==> config.mk <==
export PLATFORM = sky130hd
export DESIGN_NAME = mem_arbiter
export DESIGN_NICKNAME = d
export VERILOG_FILES = /design/src/rtl/mem_arbiter.sv
export SDC_FILE = /design/constraint.sdc
export NUM_CORES = 1
export LEC_CHECK = 0
export CAP_MARGIN = 20
export CORE_MARGIN = 2
export CORE_UTILIZATION = 38
export CTS_CLUSTER_SIZE = 20
export DETAILED_ROUTE_END_ITERATION = 10
export GPL_ROUTABILITY_DRIVEN = 0
export HOLD_SLACK_MARGIN = 0.15
export PLACE_DENSITY = 0.87
export SETUP_SLACK_MARGIN = 0.15
export SYNTH_ARGS = -nofsm -noshare
export SYNTH_HDL_FRONTEND = slang
export SYNTH_SLANG_ARGS = --single-unit
==> constraint.sdc <==
create_clock -name CLK -period 3.15 [get_ports CLK]
set_input_delay 0.315 -clock CLK [delete_from_list [all_inputs] [get_ports CLK]]
set_output_delay 0.315 -clock CLK [all_outputs]
set_load 0.005 [all_outputs]
==> src/rtl/mem_arbiter.sv <==
// Purpose: arbitrates the I-cache and D-cache request ports onto single-ported main memory.
// Latency: grant on the first edge, completion on ram_ready (or forced at timeout), then one idle cycle.
// Backpressure: requesters are held off by iwait/dwait until their access completes.
module mem_arbiter #(
    parameter int STARVE_LIMIT = 4,
    parameter int TIMEOUT      = 64
) (
    input  logic        CLK,
    input  logic        RST,
    input  logic        iREN,
    input  logic [31:0] iaddr,
    output logic        iwait,
    output logic [31:0] iload,
    input  logic        dREN,
    input  logic        dWEN,
    input  logic [31:0] daddr,
    input  logic [31:0] dstore,
    output logic        dwait,
    output logic [31:0] dload,
    output logic        ram_ren,
    output logic        ram_wen,
    output logic [31:0] ram_addr,
    output logic [31:0] ram_store,
    input  logic [31:0] ram_load,
    input  logic        ram_ready,
    output logic        err
);
    typedef enum logic [1:0] {IDLE, DACC, IACC} state_t;

    localparam logic [3:0]  STREAK_MAX = 4'(STARVE_LIMIT);
    localparam logic [7:0]  TCNT_LAST  = 8'(TIMEOUT - 1);
    localparam logic [31:0] BAD_LOAD   = 32'hBAD0BAD0;

    state_t      state, state_n;
    logic [3:0]  dstreak;
    logic [7:0]  tcnt;
    logic        is_write;
    logic        grant_d, grant_i, in_acc, done;
    logic [31:0] result;

    // Data wins unless the instruction side has already been passed over STARVE_LIMIT times.
    assign grant_d = (dREN | dWEN) && !(iREN && dstreak == STREAK_MAX);
    assign grant_i = !grant_d && iREN;
    assign in_acc  = (state == DACC) || (state == IACC);
    // A reset cycle never releases a wait, even if RAM answers in it.
    assign done    = in_acc && !RST && (ram_ready || tcnt == TCNT_LAST);
    assign result  = ram_ready ? ram_load : BAD_LOAD;

    always_comb begin
        state_n = state;
        case (state)
            IDLE: begin
                if (grant_d)
                    state_n = DACC;
                else if (grant_i)
                    state_n = IACC;
            end
            DACC, IACC: begin
                if (done)
                    state_n = IDLE;
            end
            default: state_n = IDLE;
        endcase
    end

    always_ff @(posedge CLK) begin
        if (RST) begin
            state     <= IDLE;
            dstreak   <= '0;
            tcnt      <= '0;
            is_write  <= 1'b0;
            err       <= 1'b0;
            ram_addr  <= '0;
            ram_store <= '0;
        end else begin
            state <= state_n;
            if (state == IDLE) begin
                tcnt <= '0;
                if (grant_d) begin
                    ram_addr <= daddr;
                    is_write <= dWEN;
                    if (dWEN)
                        ram_store <= dstore;
                    dstreak <= iREN ? dstreak + 4'd1 : 4'd0;
                end else if (grant_i) begin
                    ram_addr <= iaddr;
                    is_write <= 1'b0;
                    dstreak  <= '0;
                end
            end else begin
                tcnt <= tcnt + 8'd1;
            end
            if (done && !ram_ready)
                err <= 1'b1;
        end
    end

    assign iwait   = !(done && state == IACC);
    assign dwait   = !(done && state == DACC);
    assign iload   = (done && state == IACC) ? result : 32'd0;
    assign dload   = (done && state == DACC && !is_write) ? result : 32'd0;
    assign ram_ren = (state == IACC) || (state == DACC && !is_write);
    assign ram_wen = (state == DACC) && is_write;
endmodule
==> flow_metrics.py <==
metrics = {
    "routing": {
        "ant_nets": 0,
        "vias": 4249,
        "drt_wl_total_mm": 12.7,
        "drcViolationCount": 0,
        "drtPass1Iterations": 5,
        "drtIter0Drc": 216,
        "viasPerCell": 4.90,
        "wire_per_inst_um": 14.7,
    },
    "outcome": {
        "outcome": "complete, no violations",
    },
    "worst_hold_path": {
        "holdPathEnd": "ram_store[25]$_SDFFE_PP0P_",
        "hold_start": "ram_store[25]$_SDFFE_PP0P_",
        "hp-class": "reg -> reg",
        "hold_depth": 2,
    },
    "worst_setup_path": {
        "r2r_start": "state[0]$_SDFFE_PP0P_",
        "critical_path_class": "reg -> out",
        "slowest_stage": "clkdlybuf4s50_1",
        "ff2ff_setup_slack_ns": 0.95,
        "required_ns": 2.83,
        "worst_ep_arrival_time_ns": 2.49,
        "endpoint_kind": "output pin",
        "rr_endpoint": "ram_addr[28]$_SDFFE_PP0P_",
        "critPathMaxStageDelay_ns": 0.57,
        "critPathMaxFanout": 33,
        "reg2reg_depth": 6,
        "crit_chain": "ha_1, a31o_4, nand4_4, nor2_1, clkdlybuf4s50_1",
        "start_kind": "flip-flop",
    },
    "yosys": {
        "synth_most_common_cell": "nor2_1",
        "postSynthCellCount": 484,
        "yosysWarnings": 0,
        "ys_seq_elements": 80,
        "synth_top_area_share_pct": 42.2,
        "synth_commonest_cells": "nor2_1 (90), nand2_1 (85), dfxtp_1 (80)",
        "synth_flop_cell": "dfxtp_1",
        "yosysSeqAreaShare_pct": 42.2,
        "synth_top_area_cell": "dfxtp_1",
        "syn_area_um2": 3790,
        "synthTopCellsByArea": "dfxtp_1 (42%), nor2_1 (8.9%), a21oi_1 (8.7%)",
        "synth-edff-count": 0,
        "ys_async_sr_fraction_pct": 0,
        "ys_types": 36,
        "syn-num-nets": 624,
        "syn_avg_cell_area_um2": 7.84,
    },
    "floorplanning": {
        "die-height_um": 104,
        "die-width_um": 104,
        "rows": 36,
        "core_area_um2": 9730,
        "io_pins": 267,
        "die_area_um2": 10800,
        "start_util_pct": 39.0,
    },
    "pwr": {
        "peakVddDrop_mv": 0.315,
        "power.leakage_nw": 2.67,
        "power_per_cell_area_nw_per_um2": 434,
    },
    "timing": {
        "worst_pin_slew_ns": 1.08,
        "fin_crit_sh_pct": 89.1,
        "min_period_ns": 2.81,
        "fmax_mhz": 356,
        "rsz0062_at_grt": "no",
        "fin_hold_ws_ns": 0.456,
        "finalMaxSlewViolations": 0,
        "finalSetupTns_ns": 0,
        "setup_viol": 0,
        "clock-skew-final_ns": 0.0200,
        "hold_violations": 0,
        "setup_ws_ns": 0.343,
        "max_slew_margin_pct": 28.0,
    },
    "clocking": {
        "post-cts-setup-buffers": 0,
        "cts_tree": "done",
        "cts_resized": 0,
        "ctsHoldBuffers": 0,
        "cts_made_buffers": 9,
        "htreeDepth": 3,
        "clk_path_buf_depth": 2,
        "cts_root_buf": "clkbuf_8",
        "clock-sinks": 80,
        "clk_pin_slew_ns": 0.09,
        "insertion_delay_ns": 0.35,
    },
    "flow_run": {
        "maxCapViolCount": 0,
    },
    "placement": {
        "dp_slack_ns": 0.639,
        "dpl-instance-area_um2": 6460,
        "dp.final_hpwl_mm": 9.79,
        "place_inst": 852,
        "io_buffers": 266,
    },
    "finish": {
        "stdcell_area_um2": 6690,
        "area_delta_synth_final_pct": 76.4,
        "layout-drive-gt1-share_pct": 4.35,
        "finalNonFillerCells": 868,
        "n_antenna_cell": 0,
        "nFillCells": 768,
        "nets": 870,
    },
    "global_route": {
        "grt_max_degree": 44,
        "grt_pass1_vias": 4008,
        "grt-ovfl-total": 0,
        "grtUsageTotal_pct": 22.5,
        "grt_pass1_wl_mm": 19.9,
        "antenna_found_initial": 0,
    },
}
==> placed cells by master (no fill, tap or decap), types with 2 or more instances in the layout <==
cell	netlist	final
mux2i_1	32	32
nand3_1	7	7
nor2b_1	3	2
a21oi_1	66	66
o21ai_0	32	32
a31oi_1	2	2
inv_8	0	2
bufinv_16	0	2
dfxtp_1	80	80
nand2_1	85	85
and2_1	2	2
or2_2	2	2
nand4_1	3	3
ha_1	6	6
nor2_1	90	90
buf_4	0	5
clkbuf_8	0	9
xor2_1	5	5
clkdlybuf4s50_1	0	266
o31ai_1	2	2
inv_1	7	7
and3_1	5	5
nand4_4	2	2
o41ai_1	2	2
o21ai_1	2	2
inv_6	0	2
==> how the worst max path moves through the flow <==
stage | startpoint | endpoint | slack [ns] | cells past startpoint
after detailed placement | ram_ready | iload[23] | 0.64 | 5
after global routing | state[1]$_SDFFE_PP0P_ | dload[12] | 0.18 | 6
after CTS | tcnt[0]$_SDFF_PP0_ | iload[27] | 0.34 | 5
after global placement | ram_ready | iload[27] | 0.67 | 5
after floorplan | tcnt[0]$_SDFF_PP0_ | iload[22] | 1.60 | 5
final | tcnt[0]$_SDFF_PP0_ | iload[27] | 0.34 | 5
==> registers in the layout, indices dropped and copies added (netlist names) <==
signal and cells:
dstreak 4, err 1, is_write 1, ram_addr 32, ram_store 32, state 2, tcnt 8
==> logic make-up (layout without fill, tap and decap cells) <==
logic type	after synthesis	in the layout	share of synthesized area, %
fa+ha+maj	6	6	1.98
xor+xnor	6	6	1.39
buf+inv	45	296	6.86
flops	80	80	42.2
compound gates	112	112	16.2
simple gates	203	203	22.9
mux	32	32	8.45
==> per-stage QoR <==
| stage | total power [mW] | util, % |
|---|---|---|
| global placement | 2.01 | 66.4 |
| finish | 2.90 | 68.8 |
| global route | 3.06 | 68.8 |
| detailed placement | 2.05 | 66.4 |
| floorplan | 1.56 | - |
| CTS | 2.93 | 68.8 |
==> worst max-delay path, delay by kind of cell (launching register included) <==
kind / cells / cell delay, ns
and+or+nand+nor: 2 / 0.62
adders and majority gates: 1 / 0.32
AOI/OAI and AO/OA: 1 / 0.23
buffers and inverters: 1 / 0.57
DFF: 1 / 0.40
==> report_power, final <==
group / internal [mW] / switching, mW
registers: 1.13 / 0.0635
logic: 0.468 / 0.357
clock network: 0.465 / 0.415
total: 2.07 / 0.835
==> final cells by class <==
type                            count  area [µm²]  area share, %
Multi-Input combinational cell    359        1940           29.0
Tap cell                          133         166           2.49
Timing Repair Buffer              272        2720           40.7
Inverter                            8        30.0          0.449
Clock inverter                      7         109           1.63
Sequential cell                    80        1600           23.9
Clock buffer                        9         124           1.85
==> metal layers <==
| metal | vias to the layer above | GRT usage [%] | wire [µm] |
|---|---|---|---|
| met5 | - | 0 | 0 |
| met3 | 16 | 7.39 | 991 |
| li1 | 2109 | - | - |
| met4 | 0 | 6.47 | 203 |
| met1 | 1937 | 25.6 | 5160 |
| met2 | 187 | 40.3 | 6390 |
(Power assumes the default switching activity.)
